[config.mk]
export PLATFORM = sky130hd
export DESIGN_NAME = seq_divider_16
export DESIGN_NICKNAME = d
export VERILOG_FILES = /design/src/rtl/seq_div_pkg.sv /design/src/rtl/div_trial_sub.sv /design/src/rtl/seq_divider_16.sv
export SDC_FILE = /design/constraint.sdc
export NUM_CORES = 1
export LEC_CHECK = 0
export CAP_MARGIN = 20
export CORE_AREA = 2 2 90 92
export CTS_CLUSTER_SIZE = 28
export DETAILED_ROUTE_END_ITERATION = 8
export DIE_AREA = 0 0 92 94
export GPL_TIMING_DRIVEN = 1
export PLACE_DENSITY = 0.7
export SLEW_MARGIN = 10
export SYNTH_ARGS = -nofsm -noshare
export SYNTH_HDL_FRONTEND = slang
export SYNTH_HIERARCHICAL = 1
export SYNTH_SLANG_ARGS = --single-unit
[constraint.sdc]
create_clock -name clk -period 4.1 [get_ports clk]
set_input_delay 0.41 -clock clk [delete_from_list [all_inputs] [get_ports clk]]
set_output_delay 0.41 -clock clk [all_outputs]
set_load 0.05 [all_outputs]
[src/rtl/seq_div_pkg.sv]
// rtl/seq_div_pkg.sv - shared state type and default width for seq_divider_16
package seq_div_pkg;

  localparam int DEFAULT_WIDTH = 16;

  typedef enum logic [1:0] {
    IDLE = 2'd0,
    RUN  = 2'd1,
    DONE = 2'd2
  } state_t;

endpackage

[src/rtl/div_trial_sub.sv]
// rtl/div_trial_sub.sv - combinational WIDTH+1-bit trial subtractor with borrow out
module div_trial_sub #(
  parameter int WIDTH = 16
) (
  input  logic [WIDTH:0] minuend,
  input  logic [WIDTH:0] subtrahend,
  output logic [WIDTH:0] difference,
  output logic           borrow
);

  // One extra bit on top captures the borrow of the unsigned subtraction.
  logic [WIDTH+1:0] full_diff;

  assign full_diff  = {1'b0, minuend} - {1'b0, subtrahend};
  assign difference = full_diff[WIDTH:0];
  assign borrow     = full_diff[WIDTH+1];

endmodule

[src/rtl/seq_divider_16.sv]
// rtl/seq_divider_16.sv - sequential restoring divider, optional SEQ_DIV_ZERO_CHECK_EN shortcut
module seq_divider_16
  import seq_div_pkg::*;
#(
  parameter int WIDTH = DEFAULT_WIDTH
) (
  input  logic             clk,
  input  logic             rst,
  input  logic             start,
  input  logic [WIDTH-1:0] dividend,
  input  logic [WIDTH-1:0] divisor,
  output logic             busy,
  output logic             done,
  output logic [WIDTH-1:0] quotient,
  output logic [WIDTH-1:0] remainder,
  output logic             div_zero
);

  localparam int CW = $clog2(WIDTH) + 1;

  state_t           state, state_nxt;
  logic [WIDTH-1:0] rem_q;
  logic [WIDTH-1:0] quo_q;
  logic [WIDTH-1:0] dvsr_q;
  logic [CW-1:0]    cnt_q;

  logic             accept;
  logic             zero_shortcut;
  logic             last_iter;

  logic [WIDTH:0]   trial_a;
  logic [WIDTH:0]   trial_b;
  logic [WIDTH:0]   trial_diff;
  logic             trial_borrow;

  // A start is honoured in IDLE and DONE; RUN ignores it so operands stay put.
  assign accept    = start && (state != RUN);
  assign last_iter = (cnt_q == CW'(WIDTH - 1));

`ifdef SEQ_DIV_ZERO_CHECK_EN
  assign zero_shortcut = (divisor == '0);
`else
  assign zero_shortcut = 1'b0;
`endif

  // Shifted partial remainder pulls in the next dividend bit from the quotient register.
  assign trial_a = {rem_q, quo_q[WIDTH-1]};
  assign trial_b = {1'b0, dvsr_q};

  div_trial_sub #(
    .WIDTH (WIDTH)
  ) u_trial (
    .minuend    (trial_a),
    .subtrahend (trial_b),
    .difference (trial_diff),
    .borrow     (trial_borrow)
  );

  // State register; reset acts immediately.
  always_ff @(posedge clk or posedge rst) begin
    if (rst) begin
      state <= IDLE;
    end else begin
      state <= state_nxt;
    end
  end

  // Next-state and status outputs decoded from the current state.
  always_comb begin
    state_nxt = state;
    busy      = 1'b0;
    done      = 1'b0;
    case (state)
      IDLE: begin
        if (start) begin
          state_nxt = zero_shortcut ? DONE : RUN;
        end
      end
      RUN: begin
        busy = 1'b1;
        if (last_iter) begin
          state_nxt = DONE;
        end
      end
      DONE: begin
        done = 1'b1;
        if (start) begin
          state_nxt = zero_shortcut ? DONE : RUN;
        end else begin
          state_nxt = IDLE;
        end
      end
      default: begin
        state_nxt = IDLE;
      end
    endcase
  end

  // Datapath: load on accept, one restoring step per RUN cycle, hold otherwise.
  always_ff @(posedge clk or posedge rst) begin
    if (rst) begin
      rem_q  <= '0;
      quo_q  <= '0;
      dvsr_q <= '0;
      cnt_q  <= '0;
    end else if (accept) begin
      dvsr_q <= divisor;
      cnt_q  <= '0;
      if (zero_shortcut) begin
        quo_q <= '1;
        rem_q <= dividend;
      end else begin
        quo_q <= dividend;
        rem_q <= '0;
      end
    end else if (state == RUN) begin
      cnt_q <= cnt_q + CW'(1);
      quo_q <= {quo_q[WIDTH-2:0], ~trial_borrow};
      rem_q <= trial_borrow ? trial_a[WIDTH-1:0] : trial_diff[WIDTH-1:0];
    end
  end

`ifdef SEQ_DIV_ZERO_CHECK_EN
  logic dz_q;

  // Divide-by-zero flag follows each accepted request and holds until the next.
  always_ff @(posedge clk or posedge rst) begin
    if (rst) begin
      dz_q <= 1'b0;
    end else if (accept) begin
      dz_q <= zero_shortcut;
    end
  end

  assign div_zero = dz_q;
`else
  assign div_zero = 1'b0;
`endif

  assign quotient  = quo_q;
  assign remainder = rem_q;

endmodule

==> results.md, run 1 <==
- The number of setup buffers added after CTS is 0.
- Together, buffers and inverters on the worst path number 2.
- Dividing the detail-routed wire length by the instance count gives 14.8 µm.
- At the end of routability-driven placement, the weighted congestion stood at 0.817.
- The total iterations of the first detailed-routing run is 4.
- The worst setup slack for register-to-register paths is 1230 ps.
- The worst clock skew on the final layout is 5.20 ps.
- Gates resized during post-CTS repair numbered 0.
- After clock tree synthesis, the flow added hold-fix buffers numbering 0.
- The class of the most critical setup path is register to primary output.
- After clock tree synthesis, the clock-pin slew on the worst setup and hold paths is 100 ps.
- At the end of the flow, the number of nets in the layout was 441.
- The count of yosys warnings during synthesis is 6.
- The kind of cell adding the most delay to the critical path is buffers and inverters.
- The total overflow reported by the global router is 0.
- The count of cell instances traversed by the critical path is 3.
- The final-report max-slew violation count is 0.
- The tool flagged a number of max-cap violations equal to 0.
- The height of the die is 94 µm.
- The top fanout value on the critical path is 40.
- The die boundary width is 92 µm.
- The filler cells instantiated in the layout total 704.
- Across the whole layout, storage elements account for 0.00138 mm².
- Port buffering added 68 buffers.
- Once the floorplan was initialized, standard cells occupied 44.5% of the core.
- The first-pass GRT wire length is 12400 µm.
- The fraction of final layout cells with drive strength greater than 1 is 12.7%.
- On the critical path, the stage with the largest delay is an instance of sky130_fd_sc_hd__clkdlybuf4s50_1.
- Entering global routing, the biggest net connects 41 pins.
- Clock tree synthesis inserted a total of 5 buffers.
- The clock insertion delay at the later pin of the skew report is 310 ps.
- The total DRC errors in the routed layout is 0.
- The library cell used as clock root buffer is sky130_fd_sc_hd__clkbuf_8.
- The final routed wirelength across all metal layers is 7220 µm.
- The detailed router's first-iteration violation count is 124.
- The number of H-tree levels is 2.
- At the worst endpoint, the required time is 3690 ps.
- The via count of the first global-routing pass is 2679.
- The number of vias after detailed routing is 2591.
- The actual transition at the worst max-transition pin is 746 ps.
- The average via count per standard cell is 5.31.
- The clock tree buffer depth is 2.
- After legalization and detailed placement, the total HPWL measured 5070 µm.
- The number of clock sinks is 55.
- Data on the critical path arrives at its endpoint at 2480 ps.
- The full die area is 0.00865 mm².
- The synthesized area divided by synthesized cell count is 10.5 µm².
- The number of antenna cells inserted is 0.
- Of the available clock period, the critical path in the final layout requires 70.4%.
- TritonCTS built the clock tree.
- The number of nets still failing antenna checks after routing is 0.
- Across every metal layer, demand over resource in global routing totals 17.4%.
- The total negative slack for setup checks is 0 ps.
- Subtracting the final worst setup slack from the clock period gives 2890 ps.
- Tracing the worst setup path back leads to its startpoint at state[1].
- In this run the worst setup path terminates at busy.
- The standard cell core area is 0.00761 mm².
- In this run the tightest slew margin relative to its limit is 50.2%.
- Derived from the worst setup path, the maximum achievable clock frequency is 0.346 GHz.
- The initialized floorplan defines 32 standard-cell rows.
- The count of final hold-check violations was 0.
- The signal on the critical path passes through nand2b_4 -> inv_2 -> clkdlybuf4s50_1.
- Measured on the finished design, the core utilization comes to 55.0%.
- The layout overhead on the synthesized area is 23.6%.
- The longest individual stage delay on the worst path is 910 ps.
- The combined area of all synthesized cells is 0.00338 mm².
- The class of the tightest hold or removal check is primary input to asynchronous set/reset pin.
- The critical register-to-register path endpoint is remainder[3].
- The boundary pin count is 70.
- Setup violations remaining at the end of the flow were counted as 0.
- Summing all multi-input logic gate instances after layout gives 0.00177 mm².
- The startpoint of the worst register-to-register path is remainder[3].
- STA classifies the critical path endpoint as a primary output.
- The initial antenna violation count is 0.
- The number of cells produced by synthesis is 322.
- The kind of launch point of the worst setup path is a register.
- The run finished with clean final reports.
- Setup repair after global routing left no endpoint under its margin.
- The number of cells traversed by the worst register-to-register path is 10.
-- worst reg2reg max path, stage by stage, from the launching register on --
cell and delay, ps:
sky130_fd_sc_hd__dfrtp_1 420, sky130_fd_sc_hd__ha_1 370, sky130_fd_sc_hd__a21o_1 220, sky130_fd_sc_hd__a31oi_1 220, sky130_fd_sc_hd__a21oi_1 130, sky130_fd_sc_hd__o31a_1 360
sky130_fd_sc_hd__a221oi_2 260, sky130_fd_sc_hd__buf_4 270, sky130_fd_sc_hd__mux2i_1 230, sky130_fd_sc_hd__nor2_1 60, sky130_fd_sc_hd__a31o_2 230
-- layer usage --
| metal | up-vias | track usage [%] | part of all wire (%) |
|---|---|---|---|
| met5 | - | 0 | 0 |
| met4 | 0 | 2.49 | 0.46 |
| met3 | 4 | 4.49 | 6.2 |
| met2 | 71 | 31.0 | 49 |
| met1 | 1265 | 21.9 | 44 |
| li1 | 1251 | - | - |
-- area by class of cell --
| type | instances | share of cell area, % |
|---|---|---|
| Sequential cell | 55 | 32.9 |
| Clock inverter | 2 | 0.897 |
| Timing Repair Buffer | 72 | 17.0 |
| Multi-Input combinational cell | 227 | 42.3 |
| Inverter | 25 | 2.24 |
| Clock buffer | 5 | 1.64 |
| Tap cell | 102 | 3.05 |
-- flip-flops by register name, summed over array words and instances, names as in the netlist --
signal	cells
cnt_q	5
dvsr_q	16
quotient	16
remainder	16
state	2
-- through the flow --
stage / instance area [µm²] / hold slack [ps] / std cells / setup WS, ps
floorplan: 3390 / 468 / 323 / 1090
global placement: 4080 / 485 / 481 / 1270
detailed placement: 4080 / 495 / 481 / 1260
CTS: 4180 / 461 / 488 / 1200
global route: 4180 / 517 / 488 / 1040
finish: 4180 / 456 / 488 / 1210
-- cell usage in the layout, fill, tap and decap left out, types with 5 or more instances in the layout --
master and n:
sky130_fd_sc_hd__a31o_2 14, sky130_fd_sc_hd__mux2i_1 31, sky130_fd_sc_hd__a21oi_1 10, sky130_fd_sc_hd__dfrtp_1 55, sky130_fd_sc_hd__xnor2_1 9, sky130_fd_sc_hd__clkbuf_8 5, sky130_fd_sc_hd__nor2_1 27, sky130_fd_sc_hd__o21ai_0 23
sky130_fd_sc_hd__inv_1 23, sky130_fd_sc_hd__ha_1 19, sky130_fd_sc_hd__mux2_4 10, sky130_fd_sc_hd__clkdlybuf4s50_1 68, sky130_fd_sc_hd__mux2_2 6, sky130_fd_sc_hd__nand2_1 22
-- how the worst min path moves through the flow --
stage                     from         end  cells after the start
detailed placement  dvsr_q[14]  dvsr_q[14]                      1
CTS                        rst   dvsr_q[1]                      2
global route               rst   dvsr_q[1]                      2
global placement      cnt_q[4]    cnt_q[4]                      2
finish                     rst   dvsr_q[1]                      2
floorplan             cnt_q[4]    cnt_q[4]                      2
Power of run 1 is not shown: default switching activity piles up to over one toggle a cycle in this logic, so the estimate is an artifact.
==> run 2: changes to the inputs <==
--- a/config.mk
+++ b/config.mk
@@ -11,7 +11,7 @@
 export DETAILED_ROUTE_END_ITERATION = 8
 export DIE_AREA = 0 0 92 94
 export GPL_TIMING_DRIVEN = 1
-export PLACE_DENSITY = 0.7
+export PLACE_DENSITY = 0.73
 export SLEW_MARGIN = 10
 export SYNTH_ARGS = -nofsm -noshare
 export SYNTH_HDL_FRONTEND = slang
==> constraint.sdc (replaced) <==
create_clock -name clk -period 2.31 [get_ports clk]
set_input_delay 0.231 -clock clk [delete_from_list [all_inputs] [get_ports clk]]
set_output_delay 0.231 -clock clk [all_outputs]
set_load 0.05 [all_outputs]
==> run 2 against run 1 <==
Effect of this change:
- the run now ends with negative setup slack left
- core utilization grew 8.4 points
- sequential share of layout area fell by 4.1 points
- non-clock buffer count grew 56
- wire length up 9.3%
- sequential cell count stayed put
- first-iteration DRC count fell by 17%
==> results.md, run 2 (synthesized netlist as in run 1, its figures left out) <==
- The kind of launch point of the worst setup path is a register.
- The top fanout value on the critical path was 5 (-88%).
- The number of nets still failing antenna checks after routing is 0 (unchanged).
- The met3 usage in global routing is 3.77% (-0.72 points).
- The number of antenna cells inserted was 0 (unchanged).
- The height of the die was 94 µm (unchanged).
- The register clock-pin slew on the reported worst setup and hold paths is 110 ps (about the same).
- The boundary pin count is 70 (unchanged).
- The filler cell count is 633 (-10%).
- The count of final hold-check violations is 0 (unchanged).
- The number of H-tree levels is 2 (unchanged).
- The final instance area came to 0.00482 mm² (+15%).
- The total DRC errors in the routed layout is 0 (unchanged).
- The share of the clock period used by the worst path after layout is 113%.
- The fraction of final layout cells with drive strength greater than 1 is 30.9% (+18 points).
- The clock tree buffer depth is 2 (unchanged).
- The worst clock skew on the final layout is 11.3 ps (+6.12 ps).
- The final routed wirelength across all metal layers was 7890 µm (+9.3%).
- The clock tree from TritonCTS is done.
- From synthesis to final layout, the design area changed by 42.5%.
- The post-layout minimum cycle time is 2610 ps.
- The multi-input logic area is 0.00190 mm² (+7.6%).
- The clock insertion delay at the later pin of the skew report was 320 ps (about the same).
- Setup repair after global routing could not meet its margin everywhere.
- The number of clock sinks is 55 (unchanged).
- The initial antenna violation count was 0 (unchanged).
- In the layout the commonest cells are sky130_fd_sc_hd__clkdlybuf4s50_1 (67), sky130_fd_sc_hd__buf_4 (54), sky130_fd_sc_hd__dfrtp_1 (46).
- The total iterations of the first detailed-routing run is 5 (+1).
- The final-stage net count is 497 (+13%).
- The normalized max-slew margin is 62.6% (+12 points).
- The total overflow reported by the global router is 0 (unchanged).
- STA classifies the critical path endpoint as a register.
- The number of input and output port buffers inserted was 68 (unchanged).
- The data arrival at the endpoint of the critical path is 2830 ps (+350 ps).
- The standard cell core area is 0.00761 mm² (unchanged).
- The overall routing resource usage is 18.8% (+1.4 points).
- Based on the critical path, the design can be clocked at up to 0.383 GHz.
- The final-report max-slew violation count came to 0 (unchanged).
- The number of failing setup endpoints in the final timing report is 17 (+17).
- The number of vias after detailed routing is 2849 (+10%).
- The starting density of the core is 44.5% (unchanged).
- The max-capacitance violation count is 0 (unchanged).
- The largest net degree at the start of global routing is 41 (unchanged).
- The final reports fail on negative setup slack.
- The count of hold-fix buffers inserted at cts is 0 (unchanged).
- The first-pass GRT wire length is 13200 µm (+6.6%).
- In this run the worst setup path begins at remainder[3].
- The global-route track usage on met1 was 22.2% (+0.33 points).
- The average via count per standard cell is 5.23 (-1.5%).
- The wire length per cell after detailed routing was 14.5 µm (-2.1%).
- The required time at the worst-slack endpoint came to 2530 ps (-1160 ps).
- The last weighted congestion value of the routability-driven placer is 0.771 (-5.7%).
- In this run the critical register-to-register path is launched from remainder[3].
- The actual transition at the worst max-transition pin is 560 ps (-186 ps).
- The die boundary width is 92 µm (unchanged).
- Clock tree synthesis selected as its root buffer the cell sky130_fd_sc_hd__clkbuf_8.
- The most utilized layer in the global route result is met2.
- The via count of the first global-routing pass is 2925 (+9.2%).
- The sum of net half-perimeters after detailed placement came to 5530 µm (+9.0%).
- The met2 capacity usage during global routing is 35.5% (+4.5 points).
- The placement row count is 32 (unchanged).
- The TritonCTS buffer count is 5 (unchanged).
- The flow ran to the end, but the final reports show violations.
- The detailed router's first-iteration violation count is 103 (-17%).
- The path class of the tightest hold or removal check is primary input to asynchronous set/reset pin.
- The library cell used most frequently in the layout, excluding fill and tap cells, is sky130_fd_sc_hd__clkdlybuf4s50_1.
- The cell area after placement came to 0.00453 mm² (+11%).
- The full die area is 0.00865 mm² (unchanged).
- The minimum setup slack in the final design is -304 ps (-1520 ps).
- The sequential cell area in the final layout is 0.00139 mm² (+0.82%).
- The class of the most critical setup path is register to register.
==> run 2: cell types whose count changed in the layout (fill, tap and decap cells not counted), sizes merged <==
cell / change
buf: +57
clkinv: +1
clkinvlp: -1
bufinv: -1
inv: +2
clkdlybuf4s50: -1
==> run 2: area by class of cell <==
type	count	share of cell area [%]
timing repair buffer	128	25.2
clock buffer	5	1.43
inverter	25	1.95
multi-input combinational	227	39.5
sequential	55	28.8
tap	102	2.65
clock inverter	3	0.545
==> run 2: worst paths after layout <==
| check | endpoint | slack (ps) | cells past startpoint |
|---|---|---|---|
| worst max register to register | remainder[1] | -300 | 11 |
| max in group asynchronous | remainder[9] | 1490 | 3 |
| worst min register to register | dvsr_q[12] | 520 | 1 |
| min in group clk | dvsr_q[14] | 520 | 2 |
| worst max-delay path | remainder[1] | -300 | 11 |
| worst min-delay path | dvsr_q[1] | 250 | 2 |
==> run 2: layer usage <==
metal	wire length, µm	vias up	part of all wire (%)
met1	3370	1405	43
met2	4080	67	52
li1	-	1368	-
met3	364	9	4.6
met5	0	-	0
met4	79	0	1.0
==> run 2: per-stage QoR <==
stage          cells  setup TNS (ps)  hold WS, ps  worst slack (ps)  utilization [%]
4_1_cts          541           -4380          269              -288             62.8
2_1_floorplan    323           -6000          380              -426                -
6_report         545           -4620          251              -304             63.4
3_5_place_dp     524           -6020          494              -389             59.6
3_3_place_gp     524           -4760          481              -343             59.6
5_1_grt          545           -6540          274              -448             63.4
==> run 2: critical path, stage by stage (launching register included) <==
cell	delay, ps
sky130_fd_sc_hd__dfrtp_2	440
sky130_fd_sc_hd__ha_4	250
sky130_fd_sc_hd__a21o_1	190
sky130_fd_sc_hd__a31oi_4	190
sky130_fd_sc_hd__a21oi_2	90
sky130_fd_sc_hd__o31a_1	340
sky130_fd_sc_hd__a221oi_4	230
sky130_fd_sc_hd__buf_6	180
sky130_fd_sc_hd__buf_12	130
sky130_fd_sc_hd__mux2i_2	200
sky130_fd_sc_hd__nor2_1	60
sky130_fd_sc_hd__a31o_2	220
==> run 2: repair_timing <==
action                     4_1_cts  5_1_grt
gates cloned                     2        0
setup buffers                    7        4
pin swaps                       10        2
setup endpoints to repair       17       17
gates resized for setup         13        3
Power of run 2 is left out for the same reason.
